## src/rtl/vram_write_scheduler_pkg.sv

```systemverilog
// Shared definitions for the VRAM write scheduler: fill FSM states, grant IDs,
// screen geometry and coordinate helpers.
package vram_write_scheduler_pkg;

  localparam int unsigned PIX_W          = 3;
  localparam int unsigned VADDR_W        = 16;
  localparam int unsigned CPU_FIFO_DEPTH = 4;
  localparam int unsigned COORD_W        = 8;
  localparam int unsigned SCREEN_W       = 256;
  localparam int unsigned SCREEN_H       = 256;

  typedef enum logic [1:0] {
    FILL_IDLE = 2'd0,
    FILL_RUN  = 2'd1,
    FILL_DONE = 2'd2
  } fill_state_e;

  typedef enum logic {
    GNT_CPU  = 1'b0,
    GNT_FILL = 1'b1
  } gnt_e;

  function automatic logic [COORD_W-1:0] coord_min(input logic [COORD_W-1:0] a,
                                                    input logic [COORD_W-1:0] b);
    return (a < b) ? a : b;
  endfunction

  function automatic logic [COORD_W-1:0] coord_max(input logic [COORD_W-1:0] a,
                                                    input logic [COORD_W-1:0] b);
    return (a < b) ? b : a;
  endfunction

endpackage

```

## src/rtl/vram_write_scheduler_fifo.sv

```systemverilog
// vram_write_fifo: CPU pixel write buffer, power-of-2 depth, pointers carry an
// extra wrap bit to tell full from empty.
module vram_write_fifo #(
  parameter int unsigned WIDTH = 19,
  parameter int unsigned DEPTH = 4
) (
  input  logic             i_clk,
  input  logic             i_rst,
  input  logic             i_push,
  input  logic             i_pop,
  input  logic [WIDTH-1:0] i_data,
  output logic [WIDTH-1:0] o_data,
  output logic             o_full,
  output logic             o_empty
);

  localparam int unsigned PTR_W = $clog2(DEPTH);
  localparam int unsigned CNT_W = PTR_W + 1;

  logic [WIDTH-1:0] r_mem [DEPTH];
  logic [CNT_W-1:0] r_wr_ptr;
  logic [CNT_W-1:0] r_rd_ptr;
  logic             w_push;
  logic             w_pop;

  assign o_empty = (r_wr_ptr == r_rd_ptr);
  assign o_full  = (r_wr_ptr[PTR_W] != r_rd_ptr[PTR_W]) &&
                   (r_wr_ptr[PTR_W-1:0] == r_rd_ptr[PTR_W-1:0]);
  assign w_push  = i_push && !o_full;
  assign w_pop   = i_pop && !o_empty;
  assign o_data  = r_mem[r_rd_ptr[PTR_W-1:0]];

  // Storage is not reset; only the pointers define occupancy.
  always_ff @(posedge i_clk) begin
    if (w_push) begin
      r_mem[r_wr_ptr[PTR_W-1:0]] <= i_data;
    end
  end

  always_ff @(posedge i_clk) begin
    if (i_rst) begin
      r_wr_ptr <= '0;
      r_rd_ptr <= '0;
    end else begin
      if (w_push) r_wr_ptr <= r_wr_ptr + CNT_W'(1);
      if (w_pop)  r_rd_ptr <= r_rd_ptr + CNT_W'(1);
    end
  end

endmodule

```

## src/rtl/vram_write_scheduler.sv

```systemverilog
// Shares the single video-memory write port between buffered CPU pixel writes
// and the rectangle-fill engine. Optional macro VRAM_BLANK_ONLY_EN restricts grants to iBlank.
module vram_write_scheduler
  import vram_write_scheduler_pkg::*;
#(
  parameter int unsigned DATA_W     = PIX_W,
  parameter int unsigned ADDR_W     = VADDR_W,
  parameter int unsigned FIFO_DEPTH = CPU_FIFO_DEPTH
) (
  input  logic              Clock,
  input  logic              Reset,
  input  logic              iCpuWrite,
  input  logic [ADDR_W-1:0] iCpuAddr,
  input  logic [DATA_W-1:0] iCpuColor,
  output logic              oCpuFull,
  output logic              oCpuOverflow,
  input  logic              iFillStart,
  input  logic [7:0]        iFillX0,
  input  logic [7:0]        iFillY0,
  input  logic [7:0]        iFillX1,
  input  logic [7:0]        iFillY1,
  input  logic [DATA_W-1:0] iFillColor,
  output logic              oFillBusy,
  output logic              oFillDone,
  input  logic              iBlank,
  output logic              oWriteEnable,
  output logic [ADDR_W-1:0] oWriteAddress,
  output logic [DATA_W-1:0] oDataOut
);

  localparam int unsigned FIFO_W = ADDR_W + DATA_W;

  logic [FIFO_W-1:0]  w_fifo_dout;
  logic [ADDR_W-1:0]  w_fifo_addr;
  logic [DATA_W-1:0]  w_fifo_color;
  logic               w_fifo_full;
  logic               w_fifo_empty;
  logic               w_allow;
  logic               w_cpu_req;
  logic               w_fill_req;
  logic               w_gnt_cpu;
  logic               w_gnt_fill;

  fill_state_e        r_state;
  fill_state_e        w_state_nxt;
  gnt_e               r_last_gnt;
  logic [COORD_W-1:0] r_x, r_y, r_xmin, r_xmax, r_ymax;
  logic [COORD_W-1:0] w_x_nxt, w_y_nxt, w_xmin_nxt, w_xmax_nxt, w_ymax_nxt;
  logic [DATA_W-1:0]  r_fill_color;
  logic [DATA_W-1:0]  w_color_nxt;
  logic               r_we;
  logic [ADDR_W-1:0]  r_addr;
  logic [DATA_W-1:0]  r_data;
  logic               r_overflow;

  vram_write_fifo #(
    .WIDTH (FIFO_W),
    .DEPTH (FIFO_DEPTH)
  ) u_fifo (
    .i_clk   (Clock),
    .i_rst   (Reset),
    .i_push  (iCpuWrite),
    .i_pop   (w_gnt_cpu),
    .i_data  ({iCpuAddr, iCpuColor}),
    .o_data  (w_fifo_dout),
    .o_full  (w_fifo_full),
    .o_empty (w_fifo_empty)
  );

  assign w_fifo_addr  = w_fifo_dout[DATA_W +: ADDR_W];
  assign w_fifo_color = w_fifo_dout[DATA_W-1:0];

`ifdef VRAM_BLANK_ONLY_EN
  assign w_allow = iBlank;
`else
  logic w_unused_blank;
  assign w_unused_blank = iBlank;
  assign w_allow        = 1'b1;
`endif

  // Round-robin: on a tie the requester that did not win last time goes first.
  assign w_cpu_req  = !w_fifo_empty;
  assign w_fill_req = (r_state == FILL_RUN);
  assign w_gnt_fill = w_allow && w_fill_req && (!w_cpu_req || (r_last_gnt == GNT_CPU));
  assign w_gnt_cpu  = w_allow && w_cpu_req && (!w_fill_req || (r_last_gnt == GNT_FILL));

  always_comb begin : fill_next
    w_state_nxt = r_state;
    w_x_nxt     = r_x;
    w_y_nxt     = r_y;
    w_xmin_nxt  = r_xmin;
    w_xmax_nxt  = r_xmax;
    w_ymax_nxt  = r_ymax;
    w_color_nxt = r_fill_color;
    case (r_state)
      FILL_IDLE: begin
        if (iFillStart) begin
          w_state_nxt = FILL_RUN;
          w_xmin_nxt  = coord_min(iFillX0, iFillX1);
          w_xmax_nxt  = coord_max(iFillX0, iFillX1);
          w_ymax_nxt  = coord_max(iFillY0, iFillY1);
          w_x_nxt     = coord_min(iFillX0, iFillX1);
          w_y_nxt     = coord_min(iFillY0, iFillY1);
          w_color_nxt = iFillColor;
        end
      end
      FILL_RUN: begin
        // Row wrap compares before incrementing, so x/y never overflow at 255.
        if (w_gnt_fill) begin
          if (r_x == r_xmax) begin
            w_x_nxt = r_xmin;
            if (r_y == r_ymax) w_state_nxt = FILL_DONE;
            else               w_y_nxt     = r_y + COORD_W'(1);
          end else begin
            w_x_nxt = r_x + COORD_W'(1);
          end
        end
      end
      FILL_DONE: w_state_nxt = FILL_IDLE;
      default:   w_state_nxt = FILL_IDLE;
    endcase
  end

  always_ff @(posedge Clock) begin : fill_regs
    if (Reset) begin
      r_state      <= FILL_IDLE;
      r_x          <= '0;
      r_y          <= '0;
      r_xmin       <= '0;
      r_xmax       <= '0;
      r_ymax       <= '0;
      r_fill_color <= '0;
    end else begin
      r_state      <= w_state_nxt;
      r_x          <= w_x_nxt;
      r_y          <= w_y_nxt;
      r_xmin       <= w_xmin_nxt;
      r_xmax       <= w_xmax_nxt;
      r_ymax       <= w_ymax_nxt;
      r_fill_color <= w_color_nxt;
    end
  end

  // Write port registers; address/data hold when no grant.
  always_ff @(posedge Clock) begin : port_regs
    if (Reset) begin
      r_we       <= 1'b0;
      r_addr     <= '0;
      r_data     <= '0;
      r_last_gnt <= GNT_FILL;
      r_overflow <= 1'b0;
    end else begin
      r_we <= w_gnt_cpu || w_gnt_fill;
      if (w_gnt_fill) begin
        r_addr     <= ADDR_W'({r_y, r_x});
        r_data     <= r_fill_color;
        r_last_gnt <= GNT_FILL;
      end else if (w_gnt_cpu) begin
        r_addr     <= w_fifo_addr;
        r_data     <= w_fifo_color;
        r_last_gnt <= GNT_CPU;
      end
      if (iCpuWrite && w_fifo_full) r_overflow <= 1'b1;
    end
  end

  assign oWriteEnable  = r_we;
  assign oWriteAddress = r_addr;
  assign oDataOut      = r_data;
  assign oCpuFull      = w_fifo_full;
  assign oCpuOverflow  = r_overflow;
  assign oFillBusy     = (r_state != FILL_IDLE);
  assign oFillDone     = (r_state == FILL_DONE);

endmodule
```

## config.mk

```make
export PLATFORM = sky130hd
export DESIGN_NAME = vram_write_scheduler
export DESIGN_NICKNAME = d
export VERILOG_FILES = /design/src/rtl/vram_write_scheduler_pkg.sv /design/src/rtl/vram_write_scheduler_fifo.sv /design/src/rtl/vram_write_scheduler.sv
export SDC_FILE = /design/constraint.sdc
export NUM_CORES = 1
export LEC_CHECK = 0
export CAP_MARGIN = 40
export CORE_MARGIN = 1
export CORE_UTILIZATION = 40
export DETAILED_ROUTE_END_ITERATION = 7
export PLACE_DENSITY = 0.62
export SLEW_MARGIN = 15
export SYNTH_ARGS = -nofsm -noshare
export SYNTH_HDL_FRONTEND = slang
export SYNTH_SLANG_ARGS = --single-unit
```

## constraint.sdc

```tcl
create_clock -name Clock -period 3.2 [get_ports Clock]
set_input_delay 0.64 -clock Clock [delete_from_list [all_inputs] [get_ports Clock]]
set_output_delay 0.64 -clock Clock [all_outputs]
set_load 0.01 [all_outputs]
```

==> impl_metrics.env, run 1 <==
export IMPL_vias_per_cell=5.37
export IMPL_track_usage_pct=19.3
export IMPL_r2r_cells=6
export IMPL_antenna_found_initial=0
export IMPL_finalHoldViolCount=0
export IMPL_grt_max_degree=61
export IMPL_cts_inserted_buffers=17
export IMPL_r2r_setup_slack_ns=0.81
export IMPL_root_buffer="clkbuf_16"
export IMPL_final_layout_size_suffix_gt1_share_pct=12.4
export IMPL_arrival_ns=2.96
export IMPL_ios=83
export IMPL_clock_skew_ns=0.00770
export IMPL_rsz0062_at_grt="false"
export IMPL_synth_main_ff_cell="edfxtp_1"
export IMPL_avgRoutedWirePerCell_um=17.5
export IMPL_hold_class="reg -> reg"
export IMPL_period_share_pct=81.8
export IMPL_detail_route_first_pass_iterations=5
export IMPL_hp_start="r_xmin[7]"
export IMPL_ys_seq_elements=151
export IMPL_cts_tree="yes"
export IMPL_hpwl_mm=11.2
export IMPL_yosysTopAreaCellShare_pct=32.8
export IMPL_endpoint_kind="flop"
export IMPL_crit_type="in -> reg"
export IMPL_std_cell_rows=47
export IMPL_postCtsSetupBuffers=0
export IMPL_vdd_drop_max_v=0.000502
export IMPL_place_area_um2=8080
export IMPL_chipWidth_um=134
export IMPL_slew_limit_headroom_pct=43.5
export IMPL_clock_path_buffers=2
export IMPL_start_util_pct=41.5
export IMPL_r2r_start="r_x[1]"
export IMPL_drv_slew=0
export IMPL_drv_cap=0
export IMPL_setup_viol=0
export IMPL_fin_setup_tns_ns=0
export IMPL_vias=4995
export IMPL_status="finished, final reports clean"
export IMPL_crit_path_start="iFillY1[2]"
export IMPL_synth_async_reset_ratio_pct=0
export IMPL_die_h_um=134
export IMPL_grt_pass1_vias=5054
export IMPL_whs_endpoint="r_xmin[7]"
export IMPL_clk_latency_ns=0.42
export IMPL_initialDrtViolationCount=220
export IMPL_crit_path_start_kind="primary input"
export IMPL_cp_max_fo=7
export IMPL_cts_sinks=151
export IMPL_cts_clk_slew_worst_paths_ns=0.06
export IMPL_hold_buffers=0
export IMPL_area_delta_synth_final_pct=24.5
export IMPL_synth_edf_count=76
export IMPL_cts_resized=0
export IMPL_final_area_um2=8660
export IMPL_ys_types=56
export IMPL_diodes=0
export IMPL_drc=0
export IMPL_r2r_end="r_y[7]"
export IMPL_grt_pass1_wl_mm=26.4
export IMPL_min_path_cells=2
export IMPL_seq_area_frac_synth_pct=54.4
export IMPL_wirelength_mm=16.3
export IMPL_gp_congestion=0.836
export IMPL_worst_slew_pin_slew_ns=0.844
export IMPL_overflow=0
export IMPL_synthTopCellsByArea="edfxtp_1, dfxtp_1, mux4_2, mux2i_1, ha_1"
export IMPL_p_per_area_nw_per_um2=710
export IMPL_die_area_um2=17900
export IMPL_fp_coreArea_um2=16800
export IMPL_worstPathRequired_ns=3.54
export IMPL_max_freq_mhz=382
export IMPL_cts_max_level=4
export IMPL_syn_nets=688
export IMPL_finalCriticalPeriod_ns=2.62
export IMPL_ant_nets=0
export IMPL_p_leak_nw=3.26
export IMPL_io_buffer_count=81
export IMPL_syn_instance_count=608
export IMPL_syn_avg_cell_area_um2=11.4
export IMPL_syn_area_um2=6950
export IMPL_synth_top_area_cell="edfxtp_1"
export IMPL_yosys_warnings=0
export IMPL_nets=778
## synth_stat cells (15+ instances only)
cell      count
edfxtp_1     76
dfxtp_1      75
nand2_1      67
nor2_1       41
mux2i_1      31
a21oi_1      29
inv_1        24
clkbuf_1     21
ha_1         21
o21ai_1      21
mux4_2       19
a211oi_1     17
xnor2_1      16
o21ai_0      15
## state kept, by name, summed over array words and instances, names as in the netlist, 3 cells and up, named ones only
signal	flops
u_fifo.r_mem	76
oWriteAddress	16
r_x	8
r_xmax	8
r_xmin	8
r_y	8
r_ymax	8
oDataOut	3
r_fill_color	3
u_fifo.r_rd_ptr	3
u_fifo.r_wr_ptr	3
## report_power, final
group	leakage (nW)	internal [mW]	switching [mW]
clock	0.277	1.16	0.801
combinational	1.67	0.835	0.829
sequential	1.32	2.31	0.218
total	3.26	4.30	1.85
## worst max-delay path by stage
stage | endpoint | slack [ns]
after floorplan | r_x[4] | 0.77
after global placement | r_y[6] | 0.17
after detailed placement | r_y[6] | 0.15
after CTS | r_y[7] | 0.58
after global routing | r_x[5] | 0.43
final | r_y[7] | 0.58
## critical path, cell delays in order
cell and delay [ns]:
clkdlybuf4s50_1 0.50, inv_1 0.05, ha_1 0.27, or3_1 0.34
a21oi_1 0.13, a211oi_1 0.09, nor2_2 0.24, buf_4 0.22
mux2_2 0.36, a31oi_2 0.12
## cell type report
type	count	area, µm²
Sequential cell	151	3780
Tap cell	220	275
Timing Repair Buffer	105	991
Clock inverter	13	143
Fill cell	1461	8100
Inverter	25	93.8
Multi-Input combinational cell	398	2940
Clock buffer	19	433
## layer usage
layer / track usage [%] / vias to the layer above / wire [µm]
met3: 3.67 / 24 / 635
li1: - / 2420 / -
met4: 7.39 / 0 / 272
met2: 32.8 / 114 / 7960
met1: 24.3 / 2437 / 7400
met5: 0 / - / 0
## cell families (layout without fill, tap and decap cells)
| kind of cell | count (synthesis) | in the layout | share of synthesized area [%] |
|---|---|---|---|
| xor+xnor | 28 | 28 | 3.85 |
| simple gates | 159 | 159 | 10.3 |
| fa+ha+maj | 21 | 21 | 3.78 |
| mux | 56 | 56 | 11.6 |
| buf+inv | 59 | 162 | 3.42 |
| flops | 151 | 151 | 54.4 |
| compound gates | 134 | 134 | 12.6 |
## through the flow
stage / setup WS [ns] / total power, mW / instances / util (%) / hold slack, ns
floorplan: 0.767 / 3.54 / 608 / - / 0.432
global placement: 0.174 / 4.18 / 897 / 48.1 / 0.440
detailed placement: 0.153 / 4.24 / 899 / 48.2 / 0.446
CTS: 0.581 / 6.20 / 931 / 51.7 / 0.455
global route: 0.432 / 6.44 / 931 / 51.7 / 0.475
finish: 0.583 / 6.14 / 931 / 51.7 / 0.452
## placed cells by master, fill, tap and decap left out, types with 15 or more instances in the layout
| master | count |
|---|---|
| mux4_2 | 19 |
| xnor2_1 | 16 |
| clkbuf_16 | 17 |
| ha_1 | 21 |
| mux2i_1 | 31 |
| inv_1 | 24 |
| edfxtp_1 | 76 |
| clkdlybuf4s50_1 | 80 |
| nor2_1 | 41 |
| nand2_1 | 67 |
| dfxtp_1 | 75 |
| o21ai_0 | 15 |
| a211oi_1 | 17 |
| buf_4 | 22 |
| a21oi_1 | 29 |
| o21ai_1 | 21 |
Power figures use the tool's default switching activity.
==> inputs of run 2 (changes only) <==
- clock period: 3.2 -> 2.7 ns (I/O delays scaled with it)
==> run 2 against run 1 <==
Net effect:
- routed wire length is 2.1% higher
- die area stayed put
- sequential power is 20% higher
- clock skew is 0.0012 ns lower
- highest routed layer unchanged
==> impl_metrics.env, run 2 (synthesized netlist as in run 1, its figures left out) <==
export IMPL_period_share_pct=90.2
export IMPL_drc=0
export IMPL_overflow=0
export IMPL_clock_path_buffers=2
export IMPL_drv_slew=0
export IMPL_multi_input_area_um2=2940
export IMPL_root_buffer="clkbuf_16"
export IMPL_area_delta_synth_final_pct=28.4
export IMPL_layout_common_cells="clkdlybuf4s50_1, edfxtp_1, dfxtp_1"
export IMPL_std_cell_rows=47
export IMPL_dp_cells=933
export IMPL_cts_clk_slew_worst_paths_ns=0.06
export IMPL_whs_endpoint="oWriteAddress[1]"
export IMPL_diodes=0
export IMPL_r2r_setup_slack_ns=0.27
export IMPL_grt_max_degree=34
export IMPL_ios=83
export IMPL_grt_pass1_wl_mm=27.1
export IMPL_vias=5141
export IMPL_cp_max_fo=8
export IMPL_endpoint_kind="flop"
export IMPL_max_freq_mhz=411
export IMPL_rsz0062_at_grt="false"
export IMPL_hold_slack_ns=0.453
export IMPL_crit_type="reg -> reg"
export IMPL_p_leak_nw=3.45
export IMPL_fin_setup_tns_ns=0
export IMPL_r2r_cells=6
export IMPL_cts_tree="yes"
export IMPL_finalHoldViolCount=0
export IMPL_stdcell_count=965
export IMPL_hpwl_mm=11.7
export IMPL_power_mw=7.40
export IMPL_worst_slew_pin_slew_ns=0.722
export IMPL_largest_reg_flops=76
export IMPL_drv_cap=0
export IMPL_cts_resized=0
export IMPL_setup_viol=0
export IMPL_fill_cells=1452
export IMPL_initialDrtViolationCount=317
export IMPL_cts_inserted_buffers=17
export IMPL_die_area_um2=17900
export IMPL_vdd_drop_max_v=0.000489
export IMPL_p_per_area_nw_per_um2=829
export IMPL_postCtsSetupBuffers=0
export IMPL_die_h_um=134
export IMPL_start_util_pct=41.5
export IMPL_gp_congestion=0.844
export IMPL_min_path_cells=2
export IMPL_crit_path_start_kind="flop"
export IMPL_r2r_start="r_x[0]"
export IMPL_place_area_um2=8350
export IMPL_hp_start="oWriteAddress[1]"
export IMPL_grt_pass1_vias=5364
export IMPL_fp_coreArea_um2=16800
export IMPL_vias_per_cell=5.33
export IMPL_detail_route_first_pass_iterations=4
export IMPL_antenna_found_initial=0
export IMPL_r2r_end="r_y[7]"
export IMPL_clock_skew_ns=0.00646
export IMPL_register_area_um2=3780
export IMPL_worstPathRequired_ns=3.05
export IMPL_io_buffer_count=81
export IMPL_clk_latency_ns=0.43
export IMPL_nets=812
export IMPL_chipWidth_um=134
export IMPL_status="finished, final reports clean"
export IMPL_wirelength_mm=16.6
export IMPL_final_layout_size_suffix_gt1_share_pct=16.8
export IMPL_arrival_ns=2.79
export IMPL_finalCriticalPeriod_ns=2.43
export IMPL_layout_commonest_cell="clkdlybuf4s50_1"
export IMPL_slew_limit_headroom_pct=51.8
export IMPL_hold_buffers=0
export IMPL_ant_nets=0
export IMPL_hold_class="reg -> reg"
export IMPL_cts_max_level=4
export IMPL_final_area_um2=8930
export IMPL_avgRoutedWirePerCell_um=17.2
export IMPL_cts_sinks=151
export IMPL_track_usage_pct=19.7
==> run 2: changes by cell type in the layout (fill, tap and decap cells not counted), sizes merged <==
cell      previous run  this run
buf                 25        59
inv                 29        36
clkinvlp             2         0
bufinv               2         0
clkinv               5         2
==> run 2: metal layers <==
metal	vias to the layer above	track usage [%]	routed length, µm
met3	17	4.57	632
li1	2491	-	-
met4	0	6.12	221
met5	-	0	0
met1	2534	24.6	7440
met2	99	33.6	8310
==> run 2: worst max-delay path: stages, from the launching register on <==
cell and delay [ns]:
dfxtp_1 0.57, xnor2_1 0.17, nand4_1 0.21, or3_1 0.54, or3_1 0.41, mux2_4 0.31, a31oi_2 0.14
==> run 2: worst max-delay path by stage <==
stage	endpoint	slack (ns)	depth (start not counted)	from
finish	r_y[7]	0.27	6	r_x[0]
global route	r_xmax[6]	0.17	9	iFillX1[5]
CTS	oCpuFull	0.23	3	u_fifo.r_wr_ptr[0]
detailed placement	r_y[2]	-0.15	10	iFillY1[3]
global placement	r_y[0]	-0.08	10	iFillY1[2]
floorplan	r_x[4]	0.37	9	iFillX1[5]
==> run 2: cell type report <==
class / instances / area share [%]
repair buffers: 139 / 14.0
inverters: 25 / 1.05
flip-flops and latches: 151 / 42.4
well taps: 220 / 3.08
clock inverters: 13 / 1.35
multi-input cells: 398 / 32.9
clock buffers: 19 / 5.20
==> run 2: where the power goes <==
| group | switching (mW) | internal (mW) | total (mW) |
|---|---|---|---|
| Combinational | 0.981 | 1.05 | 2.03 |
| Sequential | 0.289 | 2.73 | 3.02 |
| Clock | 1.04 | 1.30 | 2.34 |
==> run 2: metrics by stage <==
stage,utilization [%],setup WS [ns]
final,53.3,0.265
after floorplan,-,0.367
after global placement,49.8,-0.0815
after detailed placement,49.8,-0.153
after global routing,53.3,0.171
after CTS,53.3,0.232
==> inputs of run 3 (changes only) <==
- clock period: 2.7 -> 2.6 ns (I/O delays scaled with it)
==> run 3 against run 2 <==
Net effect:
- final cell count grew 0.73%
- design area grew 0.55%
- count of clock-buffer cells in the layout shrank 2
- flip-flop and latch count is the same
- first-iteration DRC count grew 3.2%
- clock skew shrank 0.0033 ns
- critical path depth shrank 3
- register-to-register slack gained 0.02 ns
- global-route usage is essentially flat
- combinational power grew 6%
==> impl_metrics.env, run 3 (synthesized netlist as in run 1, its figures left out) <==
export IMPL_status="finished, final reports clean"
export IMPL_die_h_um=134
export IMPL_grt_pass1_vias=5381
export IMPL_setup_worst_path_end="oCpuFull"
export IMPL_diodes=0
export IMPL_rsz0062_at_grt="false"
export IMPL_crit_path_start="u_fifo.r_wr_ptr[0]"
export IMPL_crit_path_start_kind="flop"
export IMPL_final_layout_size_suffix_gt1_share_pct=17.3
export IMPL_drv_slew=0
export IMPL_max_freq_mhz=414
export IMPL_fill_cells=1427
export IMPL_initialDrtViolationCount=327
export IMPL_hold_buffers=0
export IMPL_arrival_ns=1.90
export IMPL_chipWidth_um=134
export IMPL_power_mw=7.53
export IMPL_antenna_found_initial=0
export IMPL_clk_latency_ns=0.42
export IMPL_start_util_pct=41.5
export IMPL_avgRoutedWirePerCell_um=16.9
export IMPL_hold_class="in -> reg"
export IMPL_worst_slew_pin_slew_ns=0.673
export IMPL_finalHoldViolCount=0
export IMPL_r2r_end="r_y[7]"
export IMPL_r2r_cells=6
export IMPL_fp_coreArea_um2=16800
export IMPL_vias=5200
export IMPL_die_area_um2=17900
export IMPL_drc=0
export IMPL_cts_tree="yes"
export IMPL_p_leak_nw=3.45
export IMPL_layout_common_cells="clkdlybuf4s50_1, edfxtp_1, dfxtp_1"
export IMPL_ios=83
export IMPL_detail_route_first_pass_iterations=5
export IMPL_cts_clk_slew_worst_paths_ns=0.06
export IMPL_period_share_pct=92.9
export IMPL_final_area_um2=8980
export IMPL_r2r_start="r_x[5]"
export IMPL_crit_type="reg -> out"
export IMPL_track_usage_pct=19.7
export IMPL_worstPathRequired_ns=2.08
export IMPL_place_area_um2=8440
export IMPL_ant_nets=0
export IMPL_std_cell_rows=47
export IMPL_r2r_setup_slack_ns=0.29
export IMPL_setup_slack_ns=0.183
export IMPL_postCtsSetupBuffers=0
export IMPL_root_buffer="clkbuf_16"
export IMPL_clock_skew_ns=0.00316
export IMPL_stdcell_count=972
export IMPL_setup_viol=0
export IMPL_finalCriticalPeriod_ns=2.42
export IMPL_vias_per_cell=5.35
export IMPL_overflow=0
export IMPL_hpwl_mm=11.8
export IMPL_p_per_area_nw_per_um2=839
export IMPL_cts_max_level=4
export IMPL_cts_sinks=151
export IMPL_clock_path_buffers=2
export IMPL_cts_inserted_buffers=17
export IMPL_gp_congestion=0.827
export IMPL_drv_cap=0
export IMPL_place_worst_setup_slack_ns=-0.236
export IMPL_register_area_um2=3780
export IMPL_cts_resized=0
export IMPL_grt_max_degree=30
export IMPL_hold_slack_ns=0.370
export IMPL_grt_pass1_wl_mm=27.1
export IMPL_largest_reg_flops=76
export IMPL_area_delta_synth_final_pct=29.1
export IMPL_vdd_drop_max_v=0.000505
export IMPL_cp_max_fo=5
export IMPL_io_buffer_count=81
export IMPL_nets=819
export IMPL_dp_cells=940
export IMPL_multi_input_area_um2=2940
export IMPL_wirelength_mm=16.4
export IMPL_endpoint_kind="primary output"
export IMPL_slew_limit_headroom_pct=55.1
export IMPL_layout_commonest_cell="clkdlybuf4s50_1"
==> run 3: power by group <==
group / internal, mW / leakage [nW] / switching (mW)
sequential: 2.84 / 1.32 / 0.278
combinational: 1.12 / 1.88 / 1.04
clock: 1.24 / 0.256 / 1.02
==> run 3: critical path: stages, from the launching register on <==
cell	delay (ns)
dfxtp_1	0.47
xnor2_2	0.16
and3b_1	0.27
clkdlybuf4s50_1	0.57
==> run 3: area by class of cell <==
class / instances / area share (%)
Clock inverter: 15 / 1.31
Inverter: 25 / 1.05
Sequential cell: 151 / 42.1
Multi-Input combinational cell: 398 / 32.7
Tap cell: 220 / 3.07
Timing Repair Buffer: 146 / 15.0
Clock buffer: 17 / 4.74
==> run 3: metal layers <==
layer,wire (µm),vias up,GRT usage (%)
met5,0,-,0
li1,-,2507,-
met1,7190,2537,24.7
met2,8210,139,33.8
met4,205,0,5.74
met3,833,17,4.46
==> run 3: worst min path at each step <==
| stage | cells past startpoint | from | slack (ns) | to |
|---|---|---|---|---|
| floorplan | 2 | r_xmin[7] | 0.43 | r_xmin[7] |
| global placement | 2 | r_xmin[7] | 0.44 | r_xmin[7] |
| detailed placement | 2 | oWriteAddress[4] | 0.45 | oWriteAddress[4] |
| CTS | 2 | Reset | 0.36 | u_fifo.r_rd_ptr[2] |
| global route | 2 | Reset | 0.38 | u_fifo.r_rd_ptr[2] |
| finish | 2 | Reset | 0.37 | u_fifo.r_rd_ptr[2] |
==> run 3: stage by stage <==
stage / TNS (ns) / util [%]
floorplan: 0 / -
global placement: -2.42 / 50.3
detailed placement: -3.93 / 50.3
CTS: 0 / 53.6
global route: 0 / 53.6
finish: 0 / 53.6
